--- config.mk ---
export PLATFORM = sky130hd
export DESIGN_NAME = div_scheduler
export DESIGN_NICKNAME = d
export VERILOG_FILES = /design/src/rtl/div_scheduler.sv
export SDC_FILE = /design/constraint.sdc
export NUM_CORES = 1
export LEC_CHECK = 0
export BUFFER_PORTS_ARGS = -buffer_cell sky130_fd_sc_hd__buf_2
export CAP_MARGIN = 20
export CELL_PAD_IN_SITES_DETAIL_PLACEMENT = 2
export CELL_PAD_IN_SITES_GLOBAL_PLACEMENT = 2
export CORE_MARGIN = 10
export CORE_UTILIZATION = 22
export DETAILED_ROUTE_END_ITERATION = 7
export GPL_ROUTABILITY_DRIVEN = 0
export PLACE_DENSITY = 0.83
export RECOVER_POWER = 100
export SETUP_SLACK_MARGIN = 0.1
export SYNTH_ARGS = -nofsm -noshare
export SYNTH_HDL_FRONTEND = slang
export SYNTH_SLANG_ARGS = --single-unit
--- constraint.sdc ---
create_clock -name clk -period 2.9 [get_ports clk]
set_clock_uncertainty 0.05 [all_clocks]
set_input_delay 0.145 -clock clk [delete_from_list [all_inputs] [get_ports clk]]
set_output_delay 0.145 -clock clk [all_outputs]
set_load 0.03 [all_outputs]
--- src/rtl/div_scheduler.sv ---
// Round-robin front end that shares one sequential divider among NREQ requesters,
// resolving divide-by-zero locally and aborting a divider that never reports done.
module div_scheduler #(
    parameter int WIDTH   = 24,
    parameter int NREQ    = 4,
    parameter int TIMEOUT = 2*WIDTH
) (
    input  logic                  clk,
    input  logic                  nrst,
    input  logic [NREQ-1:0]       req,
    input  logic [NREQ*WIDTH-1:0] req_dividend,
    input  logic [NREQ*WIDTH-1:0] req_divisor,
    output logic [NREQ-1:0]       ack,
    output logic [NREQ-1:0]       rsp_valid,
    output logic [7:0]            rsp_quo,
    output logic [WIDTH-1:0]      rsp_rem,
    output logic                  rsp_dz,
    output logic                  rsp_err,
    output logic                  busy,
    output logic                  div_start,
    output logic [WIDTH-1:0]      div_dividend,
    output logic [WIDTH-1:0]      div_divisor,
    input  logic                  div_done,
    input  logic [7:0]            div_quo,
    input  logic [WIDTH-1:0]      div_rem
);
    localparam int PW = $clog2(NREQ);
    localparam int CW = $clog2(TIMEOUT + 1);

    typedef enum logic [1:0] {IDLE, START, WAIT, RESP} state_t;

    state_t            state_q, state_d;
    logic [PW-1:0]     ptr_q, ptr_d;
    logic [PW-1:0]     gnt_q, gnt_d;
    logic [CW-1:0]     wd_q, wd_d;
    logic [NREQ-1:0]   rsp_valid_q, rsp_valid_d;
    logic [7:0]        rsp_quo_q, rsp_quo_d;
    logic [WIDTH-1:0]  rsp_rem_q, rsp_rem_d;
    logic              rsp_dz_q, rsp_dz_d;
    logic              rsp_err_q, rsp_err_d;
    logic              div_start_q, div_start_d;
    logic [WIDTH-1:0]  div_dividend_q, div_dividend_d;
    logic [WIDTH-1:0]  div_divisor_q, div_divisor_d;

    logic [PW-1:0]     sel;
    logic              found;
    logic [PW:0]       idx;
    logic [WIDTH-1:0]  sel_a, sel_b;

    // Scan from ptr upward, wrapping at NREQ-1; first set request wins.
    always_comb begin
        sel   = '0;
        found = 1'b0;
        idx   = '0;
        for (int unsigned i = 0; i < NREQ; i++) begin
            idx = {1'b0, ptr_q} + (PW+1)'(i);
            if (idx >= (PW+1)'(NREQ)) begin
                idx = idx - (PW+1)'(NREQ);
            end
            if (!found && req[idx[PW-1:0]]) begin
                found = 1'b1;
                sel   = idx[PW-1:0];
            end
        end
    end

    assign sel_a = req_dividend[int'(sel)*WIDTH +: WIDTH];
    assign sel_b = req_divisor[int'(sel)*WIDTH +: WIDTH];

    always_comb begin
        ack = '0;
        if (nrst && state_q == IDLE && found) begin
            ack[sel] = 1'b1;
        end
    end

    always_comb begin
        state_d        = state_q;
        ptr_d          = ptr_q;
        gnt_d          = gnt_q;
        wd_d           = wd_q;
        rsp_valid_d    = '0;
        rsp_quo_d      = rsp_quo_q;
        rsp_rem_d      = rsp_rem_q;
        rsp_dz_d       = rsp_dz_q;
        rsp_err_d      = rsp_err_q;
        div_start_d    = 1'b0;
        div_dividend_d = div_dividend_q;
        div_divisor_d  = div_divisor_q;
        case (state_q)
            IDLE: begin
                if (found) begin
                    gnt_d = sel;
                    ptr_d = (sel == PW'(NREQ-1)) ? '0 : sel + PW'(1);
                    if (sel_b == '0) begin
                        rsp_quo_d       = 8'hFF;
                        rsp_rem_d       = sel_a;
                        rsp_dz_d        = 1'b1;
                        rsp_err_d       = 1'b0;
                        rsp_valid_d[sel] = 1'b1;
                        state_d         = RESP;
                    end else begin
                        div_dividend_d = sel_a;
                        div_divisor_d  = sel_b;
                        div_start_d    = 1'b1;
                        state_d        = START;
                    end
                end
            end
            START: begin
                wd_d    = '0;
                state_d = WAIT;
            end
            WAIT: begin
                // done takes priority over a timeout landing in the same cycle
                if (div_done) begin
                    rsp_quo_d          = div_quo;
                    rsp_rem_d          = div_rem;
                    rsp_dz_d           = 1'b0;
                    rsp_err_d          = 1'b0;
                    rsp_valid_d[gnt_q] = 1'b1;
                    state_d            = RESP;
                end else if (wd_q == CW'(TIMEOUT-1)) begin
                    rsp_quo_d          = '0;
                    rsp_rem_d          = '0;
                    rsp_dz_d           = 1'b0;
                    rsp_err_d          = 1'b1;
                    rsp_valid_d[gnt_q] = 1'b1;
                    state_d            = RESP;
                end else begin
                    wd_d = wd_q + CW'(1);
                end
            end
            RESP: begin
                state_d = IDLE;
            end
            default: begin
                state_d = IDLE;
            end
        endcase
    end

    always_ff @(posedge clk or negedge nrst) begin
        if (!nrst) begin
            state_q        <= IDLE;
            ptr_q          <= '0;
            gnt_q          <= '0;
            wd_q           <= '0;
            rsp_valid_q    <= '0;
            rsp_quo_q      <= '0;
            rsp_rem_q      <= '0;
            rsp_dz_q       <= 1'b0;
            rsp_err_q      <= 1'b0;
            div_start_q    <= 1'b0;
            div_dividend_q <= '0;
            div_divisor_q  <= '0;
        end else begin
            state_q        <= state_d;
            ptr_q          <= ptr_d;
            gnt_q          <= gnt_d;
            wd_q           <= wd_d;
            rsp_valid_q    <= rsp_valid_d;
            rsp_quo_q      <= rsp_quo_d;
            rsp_rem_q      <= rsp_rem_d;
            rsp_dz_q       <= rsp_dz_d;
            rsp_err_q      <= rsp_err_d;
            div_start_q    <= div_start_d;
            div_dividend_q <= div_dividend_d;
            div_divisor_q  <= div_divisor_d;
        end
    end

    assign busy         = (state_q != IDLE);
    assign rsp_valid    = rsp_valid_q;
    assign rsp_quo      = rsp_quo_q;
    assign rsp_rem      = rsp_rem_q;
    assign rsp_dz       = rsp_dz_q;
    assign rsp_err      = rsp_err_q;
    assign div_start    = div_start_q;
    assign div_dividend = div_dividend_q;
    assign div_divisor  = div_divisor_q;

endmodule

==> out/results.ini <==
[synth]
synthXorXnorAreaFrac_pct = 0.142
synthSimpleGateAreaFrac_pct = 25.2
synth_cell_types = 47
ys_ff_latch = 99
synth_top_flop_cell = dfrtp_1
seq_area_frac_synth_pct = 40.2
synthArstFlopShare_pct = 100
yosys_warnings = 0
synth_enable_flop_cells = 0
syn-num-nets = 987
synthesis.instances = 748
syn_avg_cell_area_um2 = 8.23
synth-compound-area-share_pct = 21.5
synthesis.area_mm2 = 0.00616
synthMuxAreaShare_pct = 6.04
synthAdderAreaFrac_pct = 1.63
synth_area_leaders = dfrtp_1, nand2_1, o21ai_0
yosysTopAreaCell = dfrtp_1
netlist.area_leader.share_pct = 40.2
synth_top_family_by_area = simple AND/OR/NAND/NOR gates

[cts]
clock-sinks = 99
clkTransAtPathRegs_ns = 0.07
cts-buffers-inserted = 9
cts_tree = done
cts.path.max_buffers = 2
htree_num_levels = 3
insertion_delay_ns = 0.35
root_buffer = clkbuf_16

[sta]
setup_viol = 88
setup_ws_ns = -0.471
min_period_over_period_pct = 116
fmax_mhz = 297
relSlewSlack_pct = 0.687
rsz0062_at_grt = yes
drv_slew = 0
tightest_slew_ns = 1.49
period_needed_ns = 3.37
hold_viol_final = 0

[die]
die_width_um = 187
die_area_mm2 = 0.0351
core_region_area_mm2 = 0.0277
start_util_pct = 22.2
row_count = 61
fp.dieH_um = 187
io_pins = 323

[drt]
first_iter_violations = 317
vias_per_cell = 4.94
drtAntennaViolNets = 0
first_pass_iters = 6
wl_um = 34700
via_count = 7411
drt-wirelength-per-cell_um = 23.1
drc_errors = 0

[power_and_ir_drop]
p_leak_nw = 4.60
p_per_area_mw_per_mm2 = 1130
peakVddDrop_v = 0.000392
p_total_mw = 10.8

[grt]
antenna_found_initial = 2
grt_max_degree = 57
grt_pass1_vias = 8376
grt_first_pass_wirelength_um = 51800
globalRouteTotalUtil_pct = 18.6
grt-ovfl-total = 0

[worst_setup_path]
worstPathCellList = nand2_1, a211o_4, buf_12, and3_1, a211oi_4, o22ai_2, or4_4, nor3_4, buf_12, a21oi_4, buf_12, mux2_4
critical_path.max_fanout = 24
cp_common_cell = buf_12
cp_slowest_cell = or4_4
cp.required_ns = 3.08
arrival_ns = 3.55
slowest_delay_ns = 0.59
critPathLaunchType = register
cp-end-kind = register
worstSetupPathType = reg2reg

[outcome]
status = finished, violations left
violations = capacitance limit, setup timing

[finish]
stdcell_count = 1501
nets = 1355
drive_gt1_share_pct = 38.9
area_delta_synth_final_pct = 56.0
ff_latch_area_mm2 = 0.00248
fill_cells = 3238
multi_input_area_mm2 = 0.00382

[placed_design]
dp_hpwl_um = 25700
io_buffers = 322
dpl.cell_count = 1455

[job]
cap_violations = 1

[worst_hold_path]
hold_path_class = in2reg

worst max-delay path: cells and delay by family (launching register included):
| family | cells | cell delay (ns) |
|---|---|---|
| muxes | 1 | 0.30 |
| DFF | 1 | 0.39 |
| and+or+nand+nor | 4 | 1.10 |
| buffers and inverters | 3 | 0.49 |
| AOI/OAI and AO/OA | 4 | 0.87 |
stage by stage:
step	hold slack, ns	setup TNS [ns]	instance area [um^2]	setup WS, ns	util, %
after CTS	0.00592	-27.06	9470	-0.383	34.2
after global placement	0.287	-31.58	8830	-0.443	31.9
final	0.0232	-34.29	9610	-0.471	34.7
after floorplan	-0.201	-4.08	6460	-0.119	-
after detailed placement	0.302	-45.91	8830	-0.609	31.9
after global routing	0.0251	-47.52	9610	-0.607	34.7
cell usage after synthesis, types with 10 or more instances:
master	count
a211oi_1	48
a21o_1	11
a21oi_1	12
and2_1	10
and3_1	52
buf_2	11
clkbuf_1	46
dfrtp_1	99
mux2_4	21
nand2_1	167
nand3_1	54
nor2_1	18
nor3_1	12
o21ai_0	75
o21ai_1	16
o22ai_1	12
o31ai_1	10
flip-flops by register name (all words and copies together), names as in the netlist:
signal        count
rsp_rem          24
ptr_q             2
state_q           2
rsp_quo           8
rsp_err           1
gnt_q             2
div_divisor      24
div_start         1
wd_q              6
rsp_valid         4
rsp_dz            1
div_dividend     24
power by group:
| part | total [mW] | internal [mW] | switching [mW] |
|---|---|---|---|
| clock | 1.20 | 0.609 | 0.587 |
| sequential | 2.46 | 2.03 | 0.433 |
| combinational | 7.15 | 2.56 | 4.60 |
worst paths after layout:
kind	cells after the start	slack, ns	to	start
worst max-delay path	12	-0.47	rsp_rem[19]	ptr_q[1]
worst min-delay path	3	0.02	rsp_quo[5]	div_quo[5]
worst max register to register	12	-0.47	rsp_rem[19]	ptr_q[1]
worst min register to register	1	0.43	div_divisor[21]	div_divisor[21]
max in group asynchronous	3	0.87	rsp_rem[15]	nrst
min in group asynchronous	3	0.92	rsp_dz	nrst
repair_timing:
action                                 CTS  global route
hold buffers                             5             0
cloned                                   2             2
setup endpoints to repair               91            92
gates resized for setup                 30            29
buffers inserted                        13             5
pin swaps                                9             7
endpoints found under the hold margin   92             0
per-layer routing:
metal,track usage (%),vias up,part of all wire [%]
met5,0,-,0
met3,3.67,26,4.7
li1,-,3404,-
met4,4.37,0,1.5
met2,34.0,204,52
met1,21.6,3777,42
cell families after synthesis:
| logic type | count (synthesis) |
|---|---|
| xor gates and xnor gates | 1 |
| AOI/OAI and AO/OA | 209 |
| adders and majority gates | 8 |
| muxes | 26 |
| DFF | 99 |
| buffers and inverters | 72 |
| and+or+nand+nor | 333 |
placed cells by master (no fill, tap or decap), types with 3 or more instances in the layout:
master         Yosys  routed
a211oi_2           0      30
a211oi_4           0      18
a21o_1            11      10
a21oi_1           12      12
a221oi_1           8       8
a22o_1             7       7
and2_1            10       9
and3_1            52      51
buf_12             0      13
buf_2             11     232
buf_4              2      64
buf_6              4       5
clkbuf_1          46      93
clkbuf_16          0      11
clkbuf_2           0       4
clkinvlp_4         0       4
dfrtp_1           99      98
dlygate4sd3_1      0       5
ha_1               8       8
inv_1              6       5
mux2_2             5       5
mux2_4            21      21
nand2_1          167     166
nand3_1           54      54
nor2_1            18      18
nor2b_1            5       3
nor3_1            12      12
o21ai_0           75      75
o21ai_1           16      15
o22ai_1           12      10
o31ai_1           10      10
or4_4              0       3
final cells by class:
| type | instances | share of cell area [%] |
|---|---|---|
| Antenna cell | 2 | 0.0521 |
| Sequential cell | 99 | 25.8 |
| Inverter | 8 | 0.508 |
| Timing Repair inverter | 1 | 0.117 |
| Clock buffer | 11 | 2.53 |
| Timing Repair Buffer | 420 | 26.0 |
| Tap cell | 378 | 4.92 |
| Multi-Input combinational cell | 577 | 39.7 |
| Clock inverter | 5 | 0.404 |
No activity file was read; power rests on OpenSTA's default activity.
